==> config.mk <==
export PLATFORM = sky130hd
export DESIGN_NAME = alu_result_buffer_flat
export DESIGN_NICKNAME = d
export VERILOG_FILES = /design/src/rtl/alu_result_buffer_if.sv /design/src/rtl/alu_result_buffer.sv /design/src/flat_wrapper.sv
export SDC_FILE = /design/constraint.sdc
export NUM_CORES = 1
export LEC_CHECK = 0
export CAP_MARGIN = 20
export CELL_PAD_IN_SITES_DETAIL_PLACEMENT = 1
export CELL_PAD_IN_SITES_GLOBAL_PLACEMENT = 2
export CORE_ASPECT_RATIO = 1.5
export CORE_MARGIN = 2
export CORE_UTILIZATION = 34
export CTS_BUF_LIST = sky130_fd_sc_hd__clkbuf_4 sky130_fd_sc_hd__clkbuf_8 sky130_fd_sc_hd__clkbuf_16
export CTS_CLUSTER_DIAMETER = 60
export DETAILED_ROUTE_END_ITERATION = 7
export PLACE_DENSITY_LB_ADDON = 0.12
export SYNTH_ARGS = -nofsm -noshare
export SYNTH_HDL_FRONTEND = slang
export SYNTH_SLANG_ARGS = --single-unit
export TNS_END_PERCENT = 20
==> constraint.sdc <==
create_clock -name clk -period 3.02 [get_ports clk]
set_input_delay 0.604 -clock clk [delete_from_list [all_inputs] [get_ports clk]]
set_output_delay 0.604 -clock clk [all_outputs]
set_load 0.1 [all_outputs]
==> src/rtl/alu_result_buffer_if.sv <==
// rtl/alu_result_buffer_if.sv - ALU result / writeback handshake bundle
//
// Groups the upstream (in_*) and downstream (out_*) handshakes of the
// execute-to-writeback buffer, plus the architectural flag outputs.
//   slave  : the buffer side (consumes in_*, out_ready; drives the rest)
//   master : the environment side (ALU upstream + writeback downstream)
interface alu_result_buffer_if #(
    parameter int DATA_W = 32,
    parameter int RD_W   = 5
) ();
    // upstream: ALU -> buffer
    logic              in_valid;
    logic              in_ready;
    logic [DATA_W-1:0] in_result;
    logic              in_z;
    logic              in_n;
    logic              in_setflags;
    logic [1:0]        in_br;
    logic [RD_W-1:0]   in_rd;
    logic              in_wr_en;

    // downstream: buffer -> writeback / PC select
    logic              out_valid;
    logic              out_ready;
    logic [DATA_W-1:0] out_result;
    logic [RD_W-1:0]   out_rd;
    logic              out_wr_en;
    logic              out_taken;

    // architectural flag register
    logic              flag_z;
    logic              flag_n;

    modport slave (
        input  in_valid, in_result, in_z, in_n, in_setflags, in_br, in_rd, in_wr_en,
        input  out_ready,
        output in_ready,
        output out_valid, out_result, out_rd, out_wr_en, out_taken,
        output flag_z, flag_n
    );

    modport master (
        output in_valid, in_result, in_z, in_n, in_setflags, in_br, in_rd, in_wr_en,
        output out_ready,
        input  in_ready,
        input  out_valid, out_result, out_rd, out_wr_en, out_taken,
        input  flag_z, flag_n
    );
endinterface

==> src/rtl/alu_result_buffer.sv <==
// rtl/alu_result_buffer.sv - execute-to-writeback 2-entry skid buffer with flag register and branch resolve
//
// Captures ALU results into a 2-deep FIFO, keeps the Z/N flag register and
// resolves conditional branches against the flags held before each push.
// Ports:
//   clk   - single clock, rising edge
//   rst   - synchronous active-high reset (priority over flush)
//   flush - synchronous flush, drops all buffered entries and any same-cycle push
//   bus   - alu_result_buffer_if.slave (in_* / out_* handshakes, flag_z/flag_n)
module alu_result_buffer #(
    parameter int DATA_W = 32,
    parameter int RD_W   = 5
) (
    input  logic                 clk,
    input  logic                 rst,
    input  logic                 flush,
    alu_result_buffer_if.slave   bus
);

    typedef struct packed {
        logic [DATA_W-1:0] result;
        logic [RD_W-1:0]   rd;
        logic              wr_en;
        logic              taken;
    } entry_t;

    typedef enum logic [1:0] {
        EMPTY = 2'd0,
        ONE   = 2'd1,
        FULL  = 2'd2
    } state_t;

    state_t  state_q;
    logic    head_q;
    entry_t  slot_q [2];
    logic    flag_z_q;
    logic    flag_n_q;
    logic    in_ready_q;
    logic    out_valid_q;

    logic    push;
    logic    pop;
    logic    tail;
    logic    taken_d;
    entry_t  entry_d;

    assign push = bus.in_valid & in_ready_q;
    assign pop  = out_valid_q & bus.out_ready;

    // Slot the next push lands in: head when empty, the other slot when one
    // entry is held. Never used in FULL because in_ready is low there.
    assign tail = head_q ^ (state_q == ONE);

    // Branch decision uses the flags as they stand before this push, so an
    // instruction that both sets flags and branches sees the old values.
    always_comb begin
        taken_d = 1'b0;
        case (bus.in_br)
            2'b01:   taken_d = flag_z_q;
            2'b10:   taken_d = flag_n_q;
            2'b11:   taken_d = 1'b1;
            default: taken_d = 1'b0;
        endcase
    end

    // A taken branch carries its target in result and must not write the
    // register file.
    always_comb begin
        entry_d        = '0;
        entry_d.result = bus.in_result;
        entry_d.rd     = bus.in_rd;
        entry_d.wr_en  = bus.in_wr_en & ~taken_d;
        entry_d.taken  = taken_d;
    end

    always_ff @(posedge clk) begin
        if (rst) begin
            state_q     <= EMPTY;
            head_q      <= 1'b0;
            slot_q[0]   <= '0;
            slot_q[1]   <= '0;
            flag_z_q    <= 1'b0;
            flag_n_q    <= 1'b0;
            in_ready_q  <= 1'b1;
            out_valid_q <= 1'b0;
        end else if (flush) begin
            // Payload and head are left as they are; with count back at zero
            // nothing stale is ever presented as valid.
            state_q     <= EMPTY;
            in_ready_q  <= 1'b1;
            out_valid_q <= 1'b0;
        end else begin
            if (push) begin
                slot_q[tail] <= entry_d;
                if (bus.in_setflags) begin
                    flag_z_q <= bus.in_z;
                    flag_n_q <= bus.in_n;
                end
            end

            // Every pop advances head, so head always names the oldest entry.
            case (state_q)
                EMPTY: begin
                    if (push) begin
                        state_q     <= ONE;
                        out_valid_q <= 1'b1;
                    end
                end
                ONE: begin
                    if (pop) begin
                        head_q <= ~head_q;
                    end
                    if (push && !pop) begin
                        state_q    <= FULL;
                        in_ready_q <= 1'b0;
                    end else if (pop && !push) begin
                        state_q     <= EMPTY;
                        out_valid_q <= 1'b0;
                    end
                end
                FULL: begin
                    if (pop) begin
                        state_q    <= ONE;
                        head_q     <= ~head_q;
                        in_ready_q <= 1'b1;
                    end
                end
                default: begin
                    state_q     <= EMPTY;
                    in_ready_q  <= 1'b1;
                    out_valid_q <= 1'b0;
                end
            endcase
        end
    end

    // Outputs come only from registered state; no in_* to out_* path.
    assign bus.in_ready   = in_ready_q;
    assign bus.out_valid  = out_valid_q;
    assign bus.out_result = slot_q[head_q].result;
    assign bus.out_rd     = slot_q[head_q].rd;
    assign bus.out_wr_en  = slot_q[head_q].wr_en;
    assign bus.out_taken  = slot_q[head_q].taken;
    assign bus.flag_z     = flag_z_q;
    assign bus.flag_n     = flag_n_q;

endmodule

==> src/flat_wrapper.sv <==
// flat-port wrapper written by rule: the top's interface ports become plain ports
module alu_result_buffer_flat 
#(
    parameter int DATA_W = 32,
    parameter int RD_W   = 5
)
  (clk, rst, flush, bus_in_valid, bus_in_result, bus_in_z, bus_in_n, bus_in_setflags, bus_in_br, bus_in_rd, bus_in_wr_en, bus_out_ready, bus_in_ready, bus_out_valid, bus_out_result, bus_out_rd, bus_out_wr_en, bus_out_taken, bus_flag_z, bus_flag_n);
  alu_result_buffer_if #(.DATA_W(DATA_W), .RD_W(RD_W)) bus_i ();
  input  logic clk;
  input  logic rst;
  input  logic flush;
  input wire logic [$bits(bus_i.in_valid)-1:0] bus_in_valid;
  input wire logic [$bits(bus_i.in_result)-1:0] bus_in_result;
  input wire logic [$bits(bus_i.in_z)-1:0] bus_in_z;
  input wire logic [$bits(bus_i.in_n)-1:0] bus_in_n;
  input wire logic [$bits(bus_i.in_setflags)-1:0] bus_in_setflags;
  input wire logic [$bits(bus_i.in_br)-1:0] bus_in_br;
  input wire logic [$bits(bus_i.in_rd)-1:0] bus_in_rd;
  input wire logic [$bits(bus_i.in_wr_en)-1:0] bus_in_wr_en;
  input wire logic [$bits(bus_i.out_ready)-1:0] bus_out_ready;
  output wire logic [$bits(bus_i.in_ready)-1:0] bus_in_ready;
  output wire logic [$bits(bus_i.out_valid)-1:0] bus_out_valid;
  output wire logic [$bits(bus_i.out_result)-1:0] bus_out_result;
  output wire logic [$bits(bus_i.out_rd)-1:0] bus_out_rd;
  output wire logic [$bits(bus_i.out_wr_en)-1:0] bus_out_wr_en;
  output wire logic [$bits(bus_i.out_taken)-1:0] bus_out_taken;
  output wire logic [$bits(bus_i.flag_z)-1:0] bus_flag_z;
  output wire logic [$bits(bus_i.flag_n)-1:0] bus_flag_n;
  assign bus_i.in_valid = bus_in_valid;
  assign bus_i.in_result = bus_in_result;
  assign bus_i.in_z = bus_in_z;
  assign bus_i.in_n = bus_in_n;
  assign bus_i.in_setflags = bus_in_setflags;
  assign bus_i.in_br = bus_in_br;
  assign bus_i.in_rd = bus_in_rd;
  assign bus_i.in_wr_en = bus_in_wr_en;
  assign bus_i.out_ready = bus_out_ready;
  assign bus_in_ready = bus_i.in_ready;
  assign bus_out_valid = bus_i.out_valid;
  assign bus_out_result = bus_i.out_result;
  assign bus_out_rd = bus_i.out_rd;
  assign bus_out_wr_en = bus_i.out_wr_en;
  assign bus_out_taken = bus_i.out_taken;
  assign bus_flag_z = bus_i.flag_z;
  assign bus_flag_n = bus_i.flag_n;
  alu_result_buffer #(.DATA_W(DATA_W), .RD_W(RD_W)) u_core (.clk(clk), .rst(rst), .flush(flush), .bus(bus_i));
endmodule
==> impl_metrics.toml <==
[worst_setup_path]
cp.depth = 3
worstSetupPathType = "reg2out"
reg2reg_from = "u_core.state_q[1]"
r2r_slack_ns = 0.95
slowest_delay_ns = 0.68
worstReg2RegEnd = "u_core.slot_q[0][29]"
setup.worst_path.start_class = "register"
path_buf_inv = 2
cp_cell_sequence = "buf_12 > mux2_2 > buf_4"
r2r_cells = 6
cp_top_family = "flip-flops"
worstPathRequired_ns = 2.42
worstSetupEndpointType = "output pin"
crit_fanout = 20
slowest_stage = "dfxtp_2"
arrival_ns = 1.88

[min_path]
worstHoldStart = "u_core.state_q[0]"
hold_class = "reg2reg"
min_to = "u_core.state_q[0]"
min_path_cells = 2

[yosys]
synth_area_per_cell_um2 = 15.1
yosysMostFrequentCell = "edfxtp_1"
ys_warn_count = 0
synthTopCellsByArea = "edfxtp_1 59%, mux2_2 11%, and2_1 7.5%, and2_4 4.4%, dfxtp_1 4.1%"
ys_seq_area_share_pct = 63.5
synth_edf_count = 78
syn-num-nets = 315
synth_common_cells = "78 x edfxtp_1, 47 x and2_1, 39 x mux2_2"
synth.top_cell.area_share_pct = 59.4
netlist_area_um2 = 3940
ys.flop_type = "edfxtp_1"
yosysTopAreaCell = "edfxtp_1"
synth_cell_types = 38
ys_seq_elements = 86
synthArstFlopShare_pct = 0
syn_inst = 261

[drt]
vias_per_cell = 4.61
routed_wl_mm = 8.28
first_iter_violations = 89
avgRoutedWirePerCell_um = 16.1
antenna_left = 0
drtPass1Iterations = 4
drc_errors = 0
dr_total_vias = 2365

[job]
cap_violations = 0

[sta]
setup_slack_ns = 0.538
fmax_ghz = 0.403
tightest_slew_ns = 0.560
slew_viol_final = 0
finalHoldViolations = 0
tns_ns = 0
period_minus_slack_ns = 2.48
fin_skew_ns = 0.00709
timing.final.crit_share_pct = 82.2
setup_viol = 0
rsz0062_at_grt = "false"
whs_ns = 0.515
slew-limit-headroom_pct = 62.7

[clock_network]
postCtsResizedCells = 0
ctsHoldBuffers = 0
cts_tree = "built"
root_buffer = "clkbuf_16"
cts_setup_buffers = 0
cts_buffers = 9
insertion_delay_ns = 0.33
htreeDepth = 3
clk_path_buf_depth = 2
clkSinkCount = 86
clkTransAtPathRegs_ns = 0.06

[floorplanning]
die_x_um = 91.9
io_pins = 91
start_util_pct = 34.6
die_y_um = 136
core_um2 = 11400
die-area_um2 = 12500
fp-row-count = 48

[place]
dp_slack_ns = 0.536
hpwl_mm = 5.55
place_area_um2 = 4920
dp_cells = 497
place.gp.congestion = 0.728
portBuffers = 90

[final_layout]
area_delta_synth_final_pct = 32.2
fillers = 1186
drive_above_1_share_pct = 39.1
antenna_cells = 0
layout.cells.non_filler = 513
final_util_pct = 45.7
fin_area_um2 = 5210
fin_nets = 412

[pwr]
power_per_cell_area_nw_per_um2 = 574
vdd_drop_max_mv = 0.275
p_leak_nw = 2.08
total_power_mw = 2.99

[run_status]
status = "completed"

[global_routing]
grt.overflow.total = 0
track_usage_pct = 13.7
grt_first_pass_wirelength_mm = 12.8
grt_pass1_vias = 2467
grt_antenna_before_repair = 0
grt_max_degree = 40
[layout by cell type (no fill, tap or decap), types with 2 or more instances in the layout]
| master | count |
|---|---|
| edfxtp_1 | 78 |
| buf_4 | 49 |
| and2_1 | 47 |
| clkdlybuf4s50_1 | 47 |
| mux2_2 | 39 |
| and2_4 | 20 |
| clkbuf_16 | 9 |
| and2_2 | 7 |
| dfxtp_1 | 7 |
| inv_1 | 6 |
| ha_1 | 6 |
| nor2_1 | 5 |
| nand2_1 | 4 |
| mux2i_1 | 4 |
| clkbuf_4 | 3 |
| nand4_1 | 2 |
| nand4b_1 | 2 |
| clkinv_2 | 2 |
| buf_12 | 2 |
[layer usage]
metal	global-route usage, %	wire length [um]	share of wire, %
met2	25.4	4640	56
met5	0	0	0
met3	3.60	437	5.3
met4	6.22	119	1.4
met1	14.2	3080	37
[worst max path at each step]
| stage | from | endpoint | slack [ns] |
|---|---|---|---|
| 6_report | register | bus_out_rd[0] | 0.54 |
| 3_5_place_dp | bus_in_valid | u_core.state_q[1] | 0.54 |
| 2_1_floorplan | u_core.bus.in_ready | u_core.slot_q[1][0] | 0.26 |
| 4_1_cts | register | bus_out_rd[2] | 0.48 |
| 3_3_place_gp | bus_in_valid | u_core.state_q[0] | 0.60 |
| 5_1_grt | register | bus_out_rd[0] | 0.44 |
[kinds of logic (layout without fill, tap and decap cells)]
| kind of cell | after synthesis | count (layout) | synth area share, % |
|---|---|---|---|
| xor+xnor | 2 | 2 | 0.635 |
| simple gates | 96 | 96 | 16.8 |
| buf+inv | 18 | 120 | 2.98 |
| mux | 43 | 43 | 12.2 |
| fa+ha+maj | 6 | 6 | 1.90 |
| flops | 86 | 86 | 63.5 |
| compound gates | 10 | 10 | 2.03 |
[state kept, by name (all words and copies together), names as in the netlist, named ones only]
name                  flops
u_core.bus.out_valid      1
u_core.state_q            2
u_core.bus.in_ready       1
u_core.bus.flag_n         1
u_core.slot_q            78
u_core.head_q             1
u_core.bus.flag_z         1
[final cells by class]
cell class | instances | area, um2 | share of cell area [%]
multi-input combinational | 157 | 1330 | 25.4
timing repair buffer | 98 | 878 | 16.8
sequential | 86 | 2500 | 48.0
tap | 150 | 188 | 3.60
clock buffer | 12 | 248 | 4.75
inverter | 6 | 22.5 | 0.432
clock inverter | 4 | 47.5 | 0.912
[worst min-delay path: cells and delay by family (launching register included)]
kind | cells | cell delay [ns]
DFF | 1 | 0.34
muxes | 1 | 0.05
and+or+nand+nor | 1 | 0.07
[report_power, final]
part	internal (mW)	switching [mW]	total [mW]	leakage, nW
registers	1.36	0.0170	1.38	0.876
clock network	0.666	0.424	1.09	0.147
logic	0.161	0.364	0.524	1.05
total	2.19	0.805	2.99	2.08
Power figures use the tool's default switching activity.
